===== src/rtl/digit_scan_controller.sv =====
`default_nettype none
// ============================================================================
//  Module   : digit_scan_controller
//  Brief    : 4-digit seven-segment scan sequencer with tear-free BCD shadow
//             and frame-aligned load handshake. Optional leading-zero blanking
//             is enabled by defining LEADING_ZERO_BLANK_EN.
//  Revision : 1.0 - initial release
// ============================================================================
module digit_scan_controller #(
  parameter int TICK_DIV = 50000,
  parameter int CNT_W    = 16
) (
  input  logic       clk_i,
  input  logic       rst_i,
  input  logic       enable_i,
  input  logic       load_i,
  input  logic [3:0] digit1_i,
  input  logic [3:0] digit2_i,
  input  logic [3:0] digit3_i,
  input  logic [3:0] digit4_i,
  output logic [2:0] state_o,
  output logic [3:0] current_digit_o,
  output logic [3:0] anode_o,
  output logic       load_ack_o,
  output logic       frame_o
);

  typedef enum logic [2:0] {
    S0 = 3'b000,
    S1 = 3'b001,
    S2 = 3'b011,
    S3 = 3'b100
  } state_t;

  localparam logic [CNT_W-1:0] c_div_last = CNT_W'(TICK_DIV - 1);

  state_t           r_state;
  state_t           w_state_nxt;
  logic [CNT_W-1:0] r_div;
  logic [15:0]      r_shadow;   // {digit1, digit2, digit3, digit4}
  logic [15:0]      r_staging;
  logic             r_pending;
  logic             r_ack;
  logic             r_frame;

  logic [15:0]      w_incoming;
  logic             w_tick;
  logic             w_commit_slot;
  logic             w_commit;
  logic             w_blank_s1;
  logic             w_blank_s2;
  logic             w_blank_s3;
  logic [3:0]       w_digit;
  logic [3:0]       w_anode;

  assign w_incoming    = {digit1_i, digit2_i, digit3_i, digit4_i};
  assign w_tick        = enable_i && (r_div == c_div_last);
  // Shadow may only change at a frame boundary or while the display is blank.
  assign w_commit_slot = (w_tick && (r_state == S3)) || !enable_i;
  assign w_commit      = w_commit_slot && (load_i || r_pending);

`ifdef LEADING_ZERO_BLANK_EN
  assign w_blank_s3 = (r_shadow[15:12] == 4'd0);
  assign w_blank_s2 = w_blank_s3 && (r_shadow[11:8] == 4'd0);
  assign w_blank_s1 = w_blank_s2 && (r_shadow[7:4] == 4'd0);
`else
  assign w_blank_s3 = 1'b0;
  assign w_blank_s2 = 1'b0;
  assign w_blank_s1 = 1'b0;
`endif

  always_ff @(posedge clk_i) begin
    if (rst_i) begin
      r_state   <= S0;
      r_div     <= '0;
      r_shadow  <= '0;
      r_staging <= '0;
      r_pending <= 1'b0;
      r_ack     <= 1'b0;
      r_frame   <= 1'b0;
    end else begin
      r_state <= w_state_nxt;
      if (enable_i) begin
        r_div <= w_tick ? '0 : r_div + CNT_W'(1);
      end
      if (load_i && !w_commit_slot) begin
        r_staging <= w_incoming;
        r_pending <= 1'b1;
      end else if (w_commit) begin
        r_pending <= 1'b0;
      end
      // A load arriving in the commit cycle bypasses staging.
      if (w_commit) begin
        r_shadow <= load_i ? w_incoming : r_staging;
      end
      r_ack   <= w_commit;
      r_frame <= w_tick && (r_state == S3);
    end
  end

  always_comb begin
    w_state_nxt = S0;
    w_digit     = 4'd0;
    w_anode     = 4'b1111;
    case (r_state)
      S0: begin
        w_state_nxt = w_tick ? S1 : S0;
        w_digit     = r_shadow[3:0];
        w_anode     = 4'b1110;
      end
      S1: begin
        w_state_nxt = w_tick ? S2 : S1;
        w_digit     = r_shadow[7:4];
        w_anode     = w_blank_s1 ? 4'b1111 : 4'b1101;
      end
      S2: begin
        w_state_nxt = w_tick ? S3 : S2;
        w_digit     = r_shadow[11:8];
        w_anode     = w_blank_s2 ? 4'b1111 : 4'b1011;
      end
      S3: begin
        w_state_nxt = w_tick ? S0 : S3;
        w_digit     = r_shadow[15:12];
        w_anode     = w_blank_s3 ? 4'b1111 : 4'b0111;
      end
      default: begin
        w_state_nxt = S0;
        w_digit     = 4'd0;
        w_anode     = 4'b1111;
      end
    endcase
    if (!enable_i) begin
      w_anode = 4'b1111;
    end
  end

  assign state_o         = r_state;
  assign current_digit_o = w_digit;
  assign anode_o         = w_anode;
  assign load_ack_o      = r_ack;
  assign frame_o         = r_frame;

endmodule
`default_nettype wire


===== config.mk =====
export PLATFORM = sky130hd
export DESIGN_NAME = digit_scan_controller
export DESIGN_NICKNAME = d
export VERILOG_FILES = /design/src/rtl/digit_scan_controller.sv
export SDC_FILE = /design/constraint.sdc
export NUM_CORES = 1
export LEC_CHECK = 0
export CORE_MARGIN = 10
export CORE_UTILIZATION = 45
export DETAILED_ROUTE_END_ITERATION = 16
export PLACE_DENSITY_LB_ADDON = 0.12
export REMOVE_ABC_BUFFERS = 1
export SYNTH_ARGS = -nofsm -noshare
export SYNTH_HDL_FRONTEND = slang
export SYNTH_SLANG_ARGS = --single-unit

===== constraint.sdc =====
create_clock -name clk_i -period 2.84 [get_ports clk_i]
set_input_delay 0.852 -clock clk_i [delete_from_list [all_inputs] [get_ports clk_i]]
set_output_delay 0.852 -clock clk_i [all_outputs]
set_load 0.01 [all_outputs]

Word-level counts from Yosys, hierarchy flattened
Index checks and enable logic that the tools add are counted.
{ "word_totals": {"word_cells": 34, "in_bits": 20, "ff_bits": 54} }
{ "op_classes": {"n_eq_ne": 4, "reduce_logical": 10, "n_addsub": 1, "n_mux": 12} }
{ "op_table": {"columns": ["cell", "count"], "rows": [
  ["$mux W16", 2],
  ["$pmux W4 S4", 2],
  ["$add A16 B1 Y16 const B", 1],
  ["$eq A16 B16 Y1 const B", 1],
  ["$pmux W3 S4", 1],
  ["$mux W3", 2],
  ["$logic_and A1 B1 Y1", 4],
  ["$mux W4", 1],
  ["$eq A3 B1 Y1 const B", 1],
  ["$eq A3 B2 Y1 const B", 1],
  ["$eq A3 B3 Y1 const B", 1],
  ["$logic_not A3 Y1", 1],
  ["$mux W1", 3],
  ["$logic_not A1 Y1", 2],
  ["$logic_or A1 B1 Y1", 2],
  ["$mux W2", 1],
  ["$reduce_bool A2 Y1", 1]
]} }

Logic depth before layout (Yosys ltp)
{ "depth": {"depth_word": 7, "mapped_depth": 7, "ltp_nobuf": 6} }

Least setup slack after synthesis
Ideal clock, no wire load.
{ "synth_path": {"path_kind": "input port to output port", "start": "input port enable_i", "end": "output port anode_o[0]", "cell_stages": 2, "slack_ps": 266, "path_buffers": 1, "required_ps": 1988, "arrival_ps": 1722, "cell_sequence": "clkbuf_1 or4b_2"} }
{ "synth_between": {"elab_chain_cells": 1} }
{ "synth_rtl": {"columns": ["item", "line_no", "rtl"], "rows": [
  ["from (decl)", "15", "input logic enable_i,"],
  ["$mux W4", "132", "if (!enable_i) begin"],
  ["to (decl)", "23", "output logic [3:0] anode_o,"]
]} }
No other way between the ends.

Worst setup path in the final report
{ "layout_path": {"start": "input port enable_i", "end": "output port anode_o[1]"} }
The elaborated chain is that of the path after synthesis.

==> impl_summary.log <==
[metrics] TritonCTS clock tree: yes
[metrics] area taken by flip-flops and latches: 0.001084 mm2
[metrics] top-level I/O count: 33
[metrics] period utilisation layout: a little over nine tenths
[metrics] Avg Synthesized Cell Area: 9.471 um2
[metrics] Synthesis Warnings: 0
[metrics] starting utilization of the core area: 46.84%
[metrics] number of max-cap violations: 0
[metrics] total via count after detailed routing: 1,960
[metrics] number of CTS-inserted buffers: 5
[metrics] nature of the critical path startpoint: input pin
[metrics] switching share of power: 25.02%
[metrics] RSZ-0062 raised after global routing: no
[metrics] clock root buffer master: sky130_fd_sc_hd__clkbuf_8
[metrics] net switching power: 0.3626 mW
[metrics] Internal: 1.086 mW
[metrics] wire length on met1: 2639 um
[metrics] filler cell count in the final layout: 516
[metrics] Worst Path Arrival: between 1500 and 2000 ps
[metrics] area of combinational cells with multiple inputs: 0.001370 mm2
[metrics] total placed instance area: just over 0.003 mm2
[metrics] detail-routed net length per standard cell: around 14 um
[metrics] initial antenna violation count: 0
[metrics] clock-pin transition on the worst setup and hold timing paths: ~90 ps
[metrics] post-DR vias/cell: around 5.1
[metrics] Yosys top cell by area: sky130_fd_sc_hd__dfxtp_1
[metrics] setup violation total in the final timing report: 0
[metrics] Max Slew Vio Count: 0
[metrics] global-route wire length before repair: 9259 um
[metrics] vias in the first global route: 1,927
[metrics] synthesized instance count: 274
[metrics] clock period minus final worst setup slack: about 2800 ps
[metrics] number of standard-cell rows in the floorplan: 27
[metrics] part of the total power dissipated in combinational logic: 13.1%
[metrics] area inside the core boundary: 0.005540 mm2
[metrics] relative contribution of sequential cells to total power: between 50% and 60%
[metrics] highest layer used for signal routing: met4
[metrics] source-to-sink clock delay at the later pin of the worst-skew pair: 310 ps
[metrics] final number of hold-violating endpoints: 0
[metrics] total of buffers placed on input and output ports: 32
[metrics] endpoint type of the worst setup path: primary output
[metrics] die outline width: between 90 and 100 um
[metrics] maximum number of pins on one net before global-route repair: 30
[metrics] leakage power summed over all cells: 1.361 nW
[metrics] FMAX: between 0.3 and 0.4 GHz
[metrics] Max VDD drop: between 300 and 400 uV
[metrics] area of the die: 0.009204 mm2
[metrics] height of the die: 95.94 um
[metrics] cell area after synthesis: 0.002595 mm2
[metrics] Post-CTS Hold Fix Bufs: 0
[metrics] amount of wire on met2 after detailed routing: 2606 um
[metrics] Max H-tree Level: 2
[metrics] Iteration-0 DRC Markers: 110
[metrics] CP Max Fanout: 13
[metrics] Clock power frac: ~31%
[metrics] worst clock skew: ~4.9 ps
[metrics] post-route design area: 0.003211 mm2
[metrics] slew margin rel.: 49.09%
[metrics] residual DRC count: 0
[metrics] drt pass-1 iters: 4
[metrics] weighted congestion at the end of routability-driven global placement: 0.7598
[metrics] fraction of layout cells with a size suffix above 1: 15.56%
[metrics] met3 WL: 198 um
[metrics] nets@finish: 335
[metrics] post-route total power: between 1 and 1.5 mW
[metrics] number of nets with antenna violations after routing: 0
[metrics] overflow left after global routing: 0
[metrics] area share of the largest cell type after synthesis: 41.66%
[metrics] Total Routing Usage GR: approximately 13%
[metrics] transition time at the pin with the least slew margin: about 760 ps
[metrics] Setup TNS Final: 0 ps
[metrics] WL final: 5496 um
[metrics] layout-stage area growth over the synthesis result: 23.72%
[metrics] synthesized flop and latch total: 54
[metrics] class of the tightest hold or removal check: reg -> reg
[metrics] largest cells by area after synthesis: sky130_fd_sc_hd__dfxtp_1, sky130_fd_sc_hd__mux2i_1, sky130_fd_sc_hd__nor2_1, sky130_fd_sc_hd__a221oi_2, sky130_fd_sc_hd__nand2b_1
[metrics] power density normalized to cell area: ~450 mW/mm2
[metrics] critical path start-end classification: in -> out
[metrics] Detail Placement HPWL: about 3900 um
[metrics] library cells used by synthesis: 35
[metrics] CTS sink cnt: 54
[metrics] buffer levels on the longest clock path: 2
[metrics] number of inserted diodes: 0
[metrics] required time at the endpoint of the critical path: 1990 ps
[metrics] status: finished, final reports clean
[metrics] post-synthesis sequential area ratio: about two fifths
cells by family (layout without fill, tap and decap cells):
kind of cell	after synthesis	after routing	synth area share, %
fa+ha+maj	1	1	0.4821
flops	54	54	41.66
xor+xnor	15	15	5.063
compound gates	30	30	11.48
buf+inv	36	77	5.882
simple gates	101	101	21.17
mux	37	37	14.27
power groups by stage:
| stage | combinational, mW | sequential (mW) | clock (mW) |
|---|---|---|---|
| after detailed placement | 0.194 | 0.826 | 0 |
| final | 0.189 | 0.808 | 0.452 |
| after floorplan | 0.0974 | 0.821 | 0 |
| after CTS | 0.194 | 0.808 | 0.470 |
| after global routing | 0.210 | 0.812 | 0.500 |
| after global placement | 0.192 | 0.825 | 0 |
per-layer routing:
| layer | global-route usage (%) | vias to the layer above |
|---|---|---|
| li1 | - | 1018 |
| met1 | 15.86 | 913 |
| met2 | 20.32 | 25 |
| met3 | 4.436 | 4 |
| met4 | 2.948 | 0 |
| met5 | 0 | - |
synth_stat cells (all sizes together):
master / n
nand2b: 20
xnor2: 6
a221oi: 16
and2: 1
nand3b: 2
o21ai: 6
a21oi: 7
nand3: 5
inv: 19
dfxtp: 54
nor2: 40
mux2i: 37
nand4: 5
clkbuf: 11
and4: 3
ha: 1
xor2: 9
nor3: 6
or4b: 1
o211ai: 1
nor3b: 1
nor4b: 2
and4bb: 2
nand2: 10
nor2b: 3
buf: 6
cells in the final DEF (no fill, tap or decap), drive strengths merged, types with 2 or more instances in the layout:
cell	n
a21oi	7
a221oi	16
and4	3
and4bb	2
buf	19
clkbuf	6
clkdlybuf4s50	26
dfxtp	54
dlymetal6s2s	4
inv	19
mux2i	37
nand2	10
nand2b	20
nand3	5
nand3b	2
nand4	5
nor2	40
nor2b	3
nor3	6
nor4b	2
o21ai	6
xnor2	6
xor2	9
sequential cells by signal (all words and copies together), names as in the netlist:
signal and cells:
state_o 3, frame_o 1, load_ack_o 1, r_shadow 16, r_staging 16, r_pending 1
r_div 16
stage by stage:
step	utilization, %	hold WS (ps)	cells	worst slack, ps
detailed placement	55.89	450.7	379	-491.7
global placement	55.89	449.1	379	-504.2
CTS	57.72	466.1	387	22.03
finish	57.95	464.6	387	59.75
floorplan	-	433.3	257	337.4
global route	57.95	487.8	387	21.11
area by class of cell:
class,instances,share of cell area [%]
Clock buffer,6,2.572
Clock inverter,2,0.3897
Sequential cell,54,33.75
Timing Repair Buffer,50,15.59
Multi-Input combinational cell,184,42.67
Tap cell,72,2.806
Inverter,19,2.221
what timing repair did:
item                                    in CTS  in global routing
cloned                                       0                  0
buffers inserted                             0                  0
gates resized for setup                     10                  6
endpoints found under the hold margin        0                  0
pin swaps                                    0                  0
endpoints found under the setup margin       8                  4
worst max-delay path: stages:
cell	delay [ps]
sky130_fd_sc_hd__dlygate4sd2_1	270
sky130_fd_sc_hd__buf_6	160
sky130_fd_sc_hd__nand3b_1	100
sky130_fd_sc_hd__clkdlybuf4s50_1	540
worst paths after layout:
kind	startpoint	end	slack [ps]	cells after the start
hold reg to reg	r_shadow[12]	r_shadow[12]	460	2
setup reg to reg	r_div[0]	r_shadow[8]	950	7
hold / removal	r_shadow[12]	r_shadow[12]	460	2
setup / recovery	enable_i	anode_o[1]	60	4
Power figures use the tool's default switching activity.
